**src/rtl/multicycle_ctrl.sv**
```systemverilog
// multicycle_ctrl: multicycle MIPS control FSM with memory-ready stalls; define MC_BNE_EN to add bne support.
module multicycle_ctrl #(
  parameter int OPW   = 6,
  parameter int CTRLW = 3
) (
  input  logic             clk,
  input  logic             rst_n,
  input  logic [OPW-1:0]   opcode,
  input  logic [OPW-1:0]   funct,
  input  logic             zero,
  input  logic             mem_ready,
  output logic [CTRLW-1:0] alu_ctrl,
  output logic             alu_src_a,
  output logic [1:0]       alu_src_b,
  output logic [1:0]       pc_src,
  output logic             pc_en,
  output logic             i_or_d,
  output logic             mem_read,
  output logic             mem_write,
  output logic             ir_write,
  output logic             reg_dst,
  output logic             mem_to_reg,
  output logic             reg_write,
  output logic             illegal_op,
  output logic [3:0]       state
);
  localparam logic [CTRLW-1:0] ALU_AND = CTRLW'(0);
  localparam logic [CTRLW-1:0] ALU_OR  = CTRLW'(1);
  localparam logic [CTRLW-1:0] ALU_ADD = CTRLW'(2);
  localparam logic [CTRLW-1:0] ALU_OFF = CTRLW'(3);
  localparam logic [CTRLW-1:0] ALU_SUB = CTRLW'(6);
  localparam logic [CTRLW-1:0] ALU_SLT = CTRLW'(7);

  typedef enum logic [3:0] {
    FETCH     = 4'd0,
    DECODE    = 4'd1,
    R_EXEC    = 4'd2,
    R_WB      = 4'd3,
    MEM_ADDR  = 4'd4,
    MEM_RD    = 4'd5,
    MEM_WB    = 4'd6,
    MEM_WR    = 4'd7,
    BRANCH    = 4'd8,
    JUMP      = 4'd9,
    ADDI_EXEC = 4'd10,
    SLTI_EXEC = 4'd11,
`ifdef MC_BNE_EN
    IMM_WB    = 4'd12,
    BRANCH_NE = 4'd13
`else
    IMM_WB    = 4'd12
`endif
  } state_t;

  state_t state_q, state_d;
  logic [CTRLW-1:0] r_alu;
  logic r_ok;

  assign state = state_q;

  always_ff @(posedge clk)
    state_q <= !rst_n ? FETCH : state_d;

  always_comb begin
    r_ok  = 1'b1;
    r_alu = ALU_OFF;
    case (funct)
      OPW'(6'b100000): r_alu = ALU_ADD;
      OPW'(6'b100010): r_alu = ALU_SUB;
      OPW'(6'b100100): r_alu = ALU_AND;
      OPW'(6'b100101): r_alu = ALU_OR;
      OPW'(6'b101010): r_alu = ALU_SLT;
      default:         r_ok  = 1'b0;
    endcase
  end

  // outputs are held at their idle values while reset is asserted
  always_comb begin
    state_d    = FETCH;
    alu_ctrl   = ALU_OFF;
    alu_src_a  = 1'b0;
    alu_src_b  = 2'b00;
    pc_src     = 2'b00;
    pc_en      = 1'b0;
    i_or_d     = 1'b0;
    mem_read   = 1'b0;
    mem_write  = 1'b0;
    ir_write   = 1'b0;
    reg_dst    = 1'b0;
    mem_to_reg = 1'b0;
    reg_write  = 1'b0;
    illegal_op = 1'b0;
    if (rst_n) begin
      case (state_q)
        FETCH: begin
          mem_read  = 1'b1;
          alu_src_b = 2'b01;
          alu_ctrl  = ALU_ADD;
          ir_write  = mem_ready;
          pc_en     = mem_ready;
          state_d   = mem_ready ? DECODE : FETCH;
        end
        DECODE: begin
          alu_src_b = 2'b11;
          alu_ctrl  = ALU_ADD;
          case (opcode)
            OPW'(6'b000000): state_d = R_EXEC;
            OPW'(6'b100011),
            OPW'(6'b101011): state_d = MEM_ADDR;
            OPW'(6'b000100): state_d = BRANCH;
`ifdef MC_BNE_EN
            OPW'(6'b000101): state_d = BRANCH_NE;
`endif
            OPW'(6'b000010): state_d = JUMP;
            OPW'(6'b001000): state_d = ADDI_EXEC;
            OPW'(6'b001010): state_d = SLTI_EXEC;
            default:         illegal_op = 1'b1;
          endcase
        end
        R_EXEC: begin
          alu_src_a = 1'b1;
          alu_ctrl  = r_alu;
          state_d   = R_WB;
        end
        R_WB: begin
          reg_dst   = 1'b1;
          reg_write = r_ok;
        end
        MEM_ADDR: begin
          alu_src_a = 1'b1;
          alu_src_b = 2'b10;
          alu_ctrl  = ALU_ADD;
          state_d   = (opcode == OPW'(6'b100011)) ? MEM_RD : MEM_WR;
        end
        MEM_RD: begin
          mem_read = 1'b1;
          i_or_d   = 1'b1;
          state_d  = mem_ready ? MEM_WB : MEM_RD;
        end
        MEM_WB: begin
          reg_write  = 1'b1;
          mem_to_reg = 1'b1;
        end
        MEM_WR: begin
          mem_write = 1'b1;
          i_or_d    = 1'b1;
          state_d   = mem_ready ? FETCH : MEM_WR;
        end
        BRANCH: begin
          alu_src_a = 1'b1;
          alu_ctrl  = ALU_SUB;
          pc_src    = 2'b01;
          pc_en     = zero;
        end
`ifdef MC_BNE_EN
        BRANCH_NE: begin
          alu_src_a = 1'b1;
          alu_ctrl  = ALU_SUB;
          pc_src    = 2'b01;
          pc_en     = ~zero;
        end
`endif
        JUMP: begin
          pc_src = 2'b10;
          pc_en  = 1'b1;
        end
        ADDI_EXEC, SLTI_EXEC: begin
          alu_src_a = 1'b1;
          alu_src_b = 2'b10;
          alu_ctrl  = (state_q == SLTI_EXEC) ? ALU_SLT : ALU_ADD;
          state_d   = IMM_WB;
        end
        IMM_WB: reg_write = 1'b1;
        default: state_d = FETCH;
      endcase
    end
  end
endmodule

```
**config.mk**
```make
export PLATFORM = sky130hd
export DESIGN_NAME = multicycle_ctrl
export DESIGN_NICKNAME = d
export VERILOG_FILES = /design/src/rtl/multicycle_ctrl.sv
export SDC_FILE = /design/constraint.sdc
export NUM_CORES = 1
export LEC_CHECK = 0
export CAP_MARGIN = 25
export CORE_MARGIN = 2
export CORE_UTILIZATION = 40
export CTS_BUF_LIST = sky130_fd_sc_hd__clkbuf_8
export DETAILED_ROUTE_END_ITERATION = 7
export DONT_BUFFER_PORTS = 1
export PLACE_DENSITY = 0.52
export RECOVER_POWER = 100
export SYNTH_ARGS = -nofsm -noshare
export SYNTH_HDL_FRONTEND = slang
export SYNTH_SLANG_ARGS = --single-unit
```
**constraint.sdc**
```tcl
create_clock -name clk -period 1.99 [get_ports clk]
set_input_delay 0.398 -clock clk [delete_from_list [all_inputs] [get_ports clk]]
set_output_delay 0.398 -clock clk [all_outputs]
set_load 0.01 [all_outputs]
```
== Word level (Yosys, flattened, before mapping) ==
Index checks and enable logic that the tools add are counted.

* Register bits after elaboration: 4
* Input bits: 16
* Logic and storage cells: 72

* Eq/ne operators: 23
* Muxes and demuxes: 36
* Reductions and logical operators: 12

{| class="wikitable"
|+ Operators with widths
! cell !! number
|-
| 6-bit == test (second input constant) || 7
|-
| 4-bit one-hot mux with 7 select lines || 1
|-
| 4-bit one-hot mux with 6 select lines || 1
|-
| 1-bit 2-to-1 mux || 21
|-
| 4-bit == test (second input constant) || 5
|-
| 4-bit by 3-bit == test with 1-bit output (second input constant) || 4
|-
| 3-bit one-hot mux with 5 select lines || 1
|-
| 6-bit by 4-bit == test with 1-bit output (second input constant) || 2
|-
| 3-bit one-hot mux with 4 select lines || 1
|-
| 2-bit OR reduction || 5
|-
| 5-bit OR reduction || 2
|-
| 3-bit 2-to-1 mux || 3
|-
| 4-bit by 2-bit == test with 1-bit output (second input constant) || 2
|-
| 2-bit 2-to-1 mux || 4
|-
| 7-bit OR reduction || 1
|-
| 6-bit by 2-bit == test with 1-bit output (second input constant) || 1
|-
| 6-bit by 3-bit == test with 1-bit output (second input constant) || 1
|-
| 6-bit logical NOT || 1
|-
| 2-bit one-hot mux with 3 select lines || 1
|-
| 3-bit OR reduction || 2
|-
| 4-bit by 1-bit == test with 1-bit output (second input constant) || 1
|-
| 4-bit logical NOT || 1
|-
| 2-bit one-hot mux with 2 select lines || 1
|-
| 1-bit one-hot mux with 3 select lines || 1
|-
| 1-bit one-hot mux with 2 select lines || 1
|}

== Depth between registers and ports, before layout ==
* Word-level depth: 5
* Gate-level depth with buffers: 5
* Mapped depth without buffers: 4

== Least setup slack after synthesis ==
Ideal clock, no wire load.

* Kind: register to output
* From: register state_q[3] (netlist: state[3])
* To: output port illegal_op
* Arrival time: 1.441 ns
* Data required time: 1.592 ns
* Slack: 0.151 ns
* Stages on the path, launching flop included: 5
* Path buffers: 1
* Cell sequence: dfxtp_1 -> buf_6 -> and2b_1 -> nand2b_1 -> a2111oi_0

* Cells in the longest elaborated chain, start to end: 3

{| class="wikitable"
|+ Ends and longest elaborated chain
! item !! RTL line !! source
|-
| start, declared || 55 || <nowiki>state_t state_q, state_d;</nowiki>
|-
| start signal, assigned || 62 || <nowiki>state_q <= !rst_n ? FETCH : state_d;</nowiki>
|-
| 4-bit by 1-bit == test with 1-bit output || 94 || <nowiki>case (state_q)</nowiki>
|-
| 1-bit 2-to-1 mux || 94 ||
|-
| 1-bit 2-to-1 mux || 93 || <nowiki>if (rst_n) begin</nowiki>
|-
| end, declared || 24 || <nowiki>output logic illegal_op,</nowiki>
|}

No other way between the ends.

== Worst setup path after layout ==
* From: register state_q[0] (netlist: state[0])
* To: output port alu_ctrl[2]

* Cells in the longest elaborated chain, start to end: 4

{| class="wikitable"
|+ Ends and longest elaborated chain
! item !! RTL line !! source
|-
| 4-bit by 1-bit == test with 1-bit output, or another cell as far along || 94 ||
|-
| 3-bit OR reduction (no source line), or another cell as far along || n/a ||
|-
| 3-bit one-hot mux with 4 select lines (*) || 94 ||
|-
| 3-bit 2-to-1 mux (*) || 93 ||
|-
| end, declared || 12 || <nowiki>output logic [CTRLW-1:0] alu_ctrl,</nowiki>
|}

Mark *: on every way between the ends. The rest lies on a longest branch, timed or not.

==> impl_metrics.csv <==
group,metric,value,unit
grt,grt_pass1_vias,642,
logic_synthesis,syn_area,632,um2
clocking,numCtsBuffers,3,
clocking,clockRootBuffer,"clkbuf_8",
final_layout,final_area,708,um2
sta,skew,0.412,ps
floorplanning,num_io_pins,37,
final_layout,nets,124,
logic_synthesis,ys_types,38,
placement,placed_cells,119,
logic_synthesis,synth_flop_cell,"dfxtp_1",
grt,overflow,0,
placement,dpl.hpwl,1410,um
worst_setup_path,critPathCaptureType,"primary output",
sta,setup-violations-final,0,
detailed_routing,post_drt_wl_per_cell,15.3,um
logic_synthesis,synth_nets,117,
sta,worst_pin_slew,518,ps
final_layout,insertedDiodeCount,0,
power,p_per_area,464,nW/um2
sta,max_slew_margin,65.2,%
floorplanning,core_area,1490,um2
grt,grt_max_degree,18,
worst_setup_path,critPathKind,"reg2out",
power,ir_worst_vdd,0.279,mV
detailed_routing,routed-via-count,744,
detailed_routing,drtIter0Drc,26,
clocking,cts-htree-levels,1,
grt,grt_pass1_wl,3050,um
detailed_routing,antenna_left,0,
logic_synthesis,synth_edf_count,0,
sta,rsz0062_at_grt,"no",
final_layout,final_cells,122,
job,maxCapViolCount,0,
clocking,cts.reportedPaths.clkPinSlew,30,ps
sta,hold_slack,350,ps
final_layout,largest_reg_flops,4,
placement,dpl_cell_area,671,um2
grt,antenna_found_initial,0,
sta,tns,0,ps
logic_synthesis,ys_warn_count,0,
logic_synthesis,synth-seq-cells,4,
logic_synthesis,synth_area_per_cell,6.26,um2
sta,drv_slew,0,
detailed_routing,drc,0,
power,p_leak,0.242,nW
clocking,cts.sinks,4,
hold_path,holdCritPathClass,"in2reg",
clocking,clk_path_buf_depth,2,
floorplanning,core.rowCount,14,
logic_synthesis,yosysTopAreaCellShare,12.7,%
detailed_routing,drtPass1Iterations,4,
worst_setup_path,required,1590,ps
logic_synthesis,synth_async_sr_flop_share,0,%
grt,grt_util_all_layers,21.4,%
final_layout,drive_gt1_share,13.2,%
sta,fin_crit_sh,94.5,%
logic_synthesis,syn_inst,101,
clocking,cts_tree,"built",
floorplanning,die_w,43.7,um
clocking,clock_latency,220,ps
placement,io_buffer_count,0,
worst_setup_path,worst_ep_arrival_time,1480,ps
sta,max_freq,0.532,GHz
sta,finalCriticalPeriod,1880,ps
logic_synthesis,ys_seq_area_share,12.7,%
logic_synthesis,synth_top_area_cell,"dfxtp_1",
worst_setup_path,cp_max_fo,8,
run_status,status,"finished, final reports clean",
placement,gp_congestion,0.807,
floorplanning,start_util,42.4,%
final_layout,area_delta_synth_final,12.1,%
detailed_routing,wl,1870,um
logic_synthesis,synth_area_leaders,"dfxtp_1 13%, nor2_1 10%, nand2_1 6.5%",
detailed_routing,routed_via_density,6.10,
worst_setup_path,critPathLaunchType,"register",
sta,hold_viol,0,
floorplanning,die_area,1910,um2
floorplanning,die_h,43.7,um
==> synthesized netlist by cell type, types with 2 or more instances <==
cell type and n:
nor4b_1 2, buf_6 2, nor2b_1 3, nor2_1 17, o21ai_0 3, dfxtp_1 4
buf_2 3, nor3_1 4, a211oi_1 2, and2_1 2, nand2b_1 6, nor3b_1 2
nor4_1 3, nand3_1 6, nand2_1 11, a21oi_1 8, xnor2_1 2
==> per-stage QoR <==
| stage | setup slack (ps) | utilization [%] | power, W |
|---|---|---|---|
| finish | 109 | 47.6 | 0.000329 |
| global route | 28.4 | 47.6 | 0.000351 |
| CTS | 33.9 | 47.8 | 0.000337 |
| detailed placement | 268 | 45.0 | 0.000159 |
| global placement | 288 | 45.0 | 0.000159 |
| floorplan | 151 | - | 0.000145 |
==> cells by family after synthesis <==
family	count (synthesis)	share of synthesized area, %
multiplexers	1	1.58
AO/OA/AOI/OAI	24	25.0
flip-flops	4	12.7
AND/OR/NAND/NOR	61	48.9
XOR/XNOR	3	4.16
buffers and inverters	8	7.72
==> final cells by class <==
class	instances	area, um2
clock buffer	3	41.3
tap	16	20.0
fill	177	781
inverter	2	7.51
sequential	4	82.6
timing repair buffer	8	52.6
multi-input combinational	89	504
==> worst max-delay path, stage by stage (launching register included) <==
cell and delay (ps):
dfxtp_1 480, nand2b_1 170, clkbuf_1 230, nand3_1 130
a21oi_1 250
==> worst paths after layout <==
| path | from | to | slack, ps | depth (start not counted) |
|---|---|---|---|---|
| setup / recovery | state[0]$_SDFF_PN0_ | alu_ctrl[2] | 110 | 4 |
| hold reg to reg | state[1]$_SDFF_PN0_ | state[3]$_SDFF_PN0_ | 650 | 2 |
| setup reg to reg | state[0]$_SDFF_PN0_ | state[3]$_SDFF_PN0_ | 450 | 5 |
| hold / removal | opcode[1] | state[0]$_SDFF_PN0_ | 350 | 2 |
==> layout by cell type (no fill, tap or decap), types with 2 or more instances in the layout <==
master / instances
a21oi_1: 8
a211oi_1: 2
xnor2_1: 2
buf_4: 6
nand2_1: 11
nor3_1: 4
nor2b_1: 3
nand2b_1: 6
nor2_1: 17
clkbuf_1: 2
nand3_1: 6
nor3b_1: 2
nor4_1: 3
nor4b_1: 2
dfxtp_1: 2
dfxtp_2: 2
clkbuf_8: 3
and2_1: 2
o21ai_0: 3
==> layer usage <==
layer  up-vias  global-route usage, %  wire length [um]
met5         -                      0                 0
met2        28                   28.8               880
met1       341                   32.6               853
met3         0                   7.92               133
li1        375                      -                 -
met4         0                   3.64                 0
==> power breakdown <==
group / total (W) / switching, W / internal (W)
Combinational: 0.0000694 / 0.0000393 / 0.0000301
Clock: 0.000171 / 0.0000422 / 0.000129
Sequential: 0.0000881 / 0.00000517 / 0.0000829
Total: 0.000329 / 0.0000866 / 0.000242
==> what timing repair did <==
item / in CTS / in global routing
setup endpoints to repair: 0 / 5
hold endpoints to repair: 0 / 0
buffers inserted: 0 / 0
gates resized for setup: 0 / 4
hold buffers: 0 / 0
(Power assumes the default switching activity.)
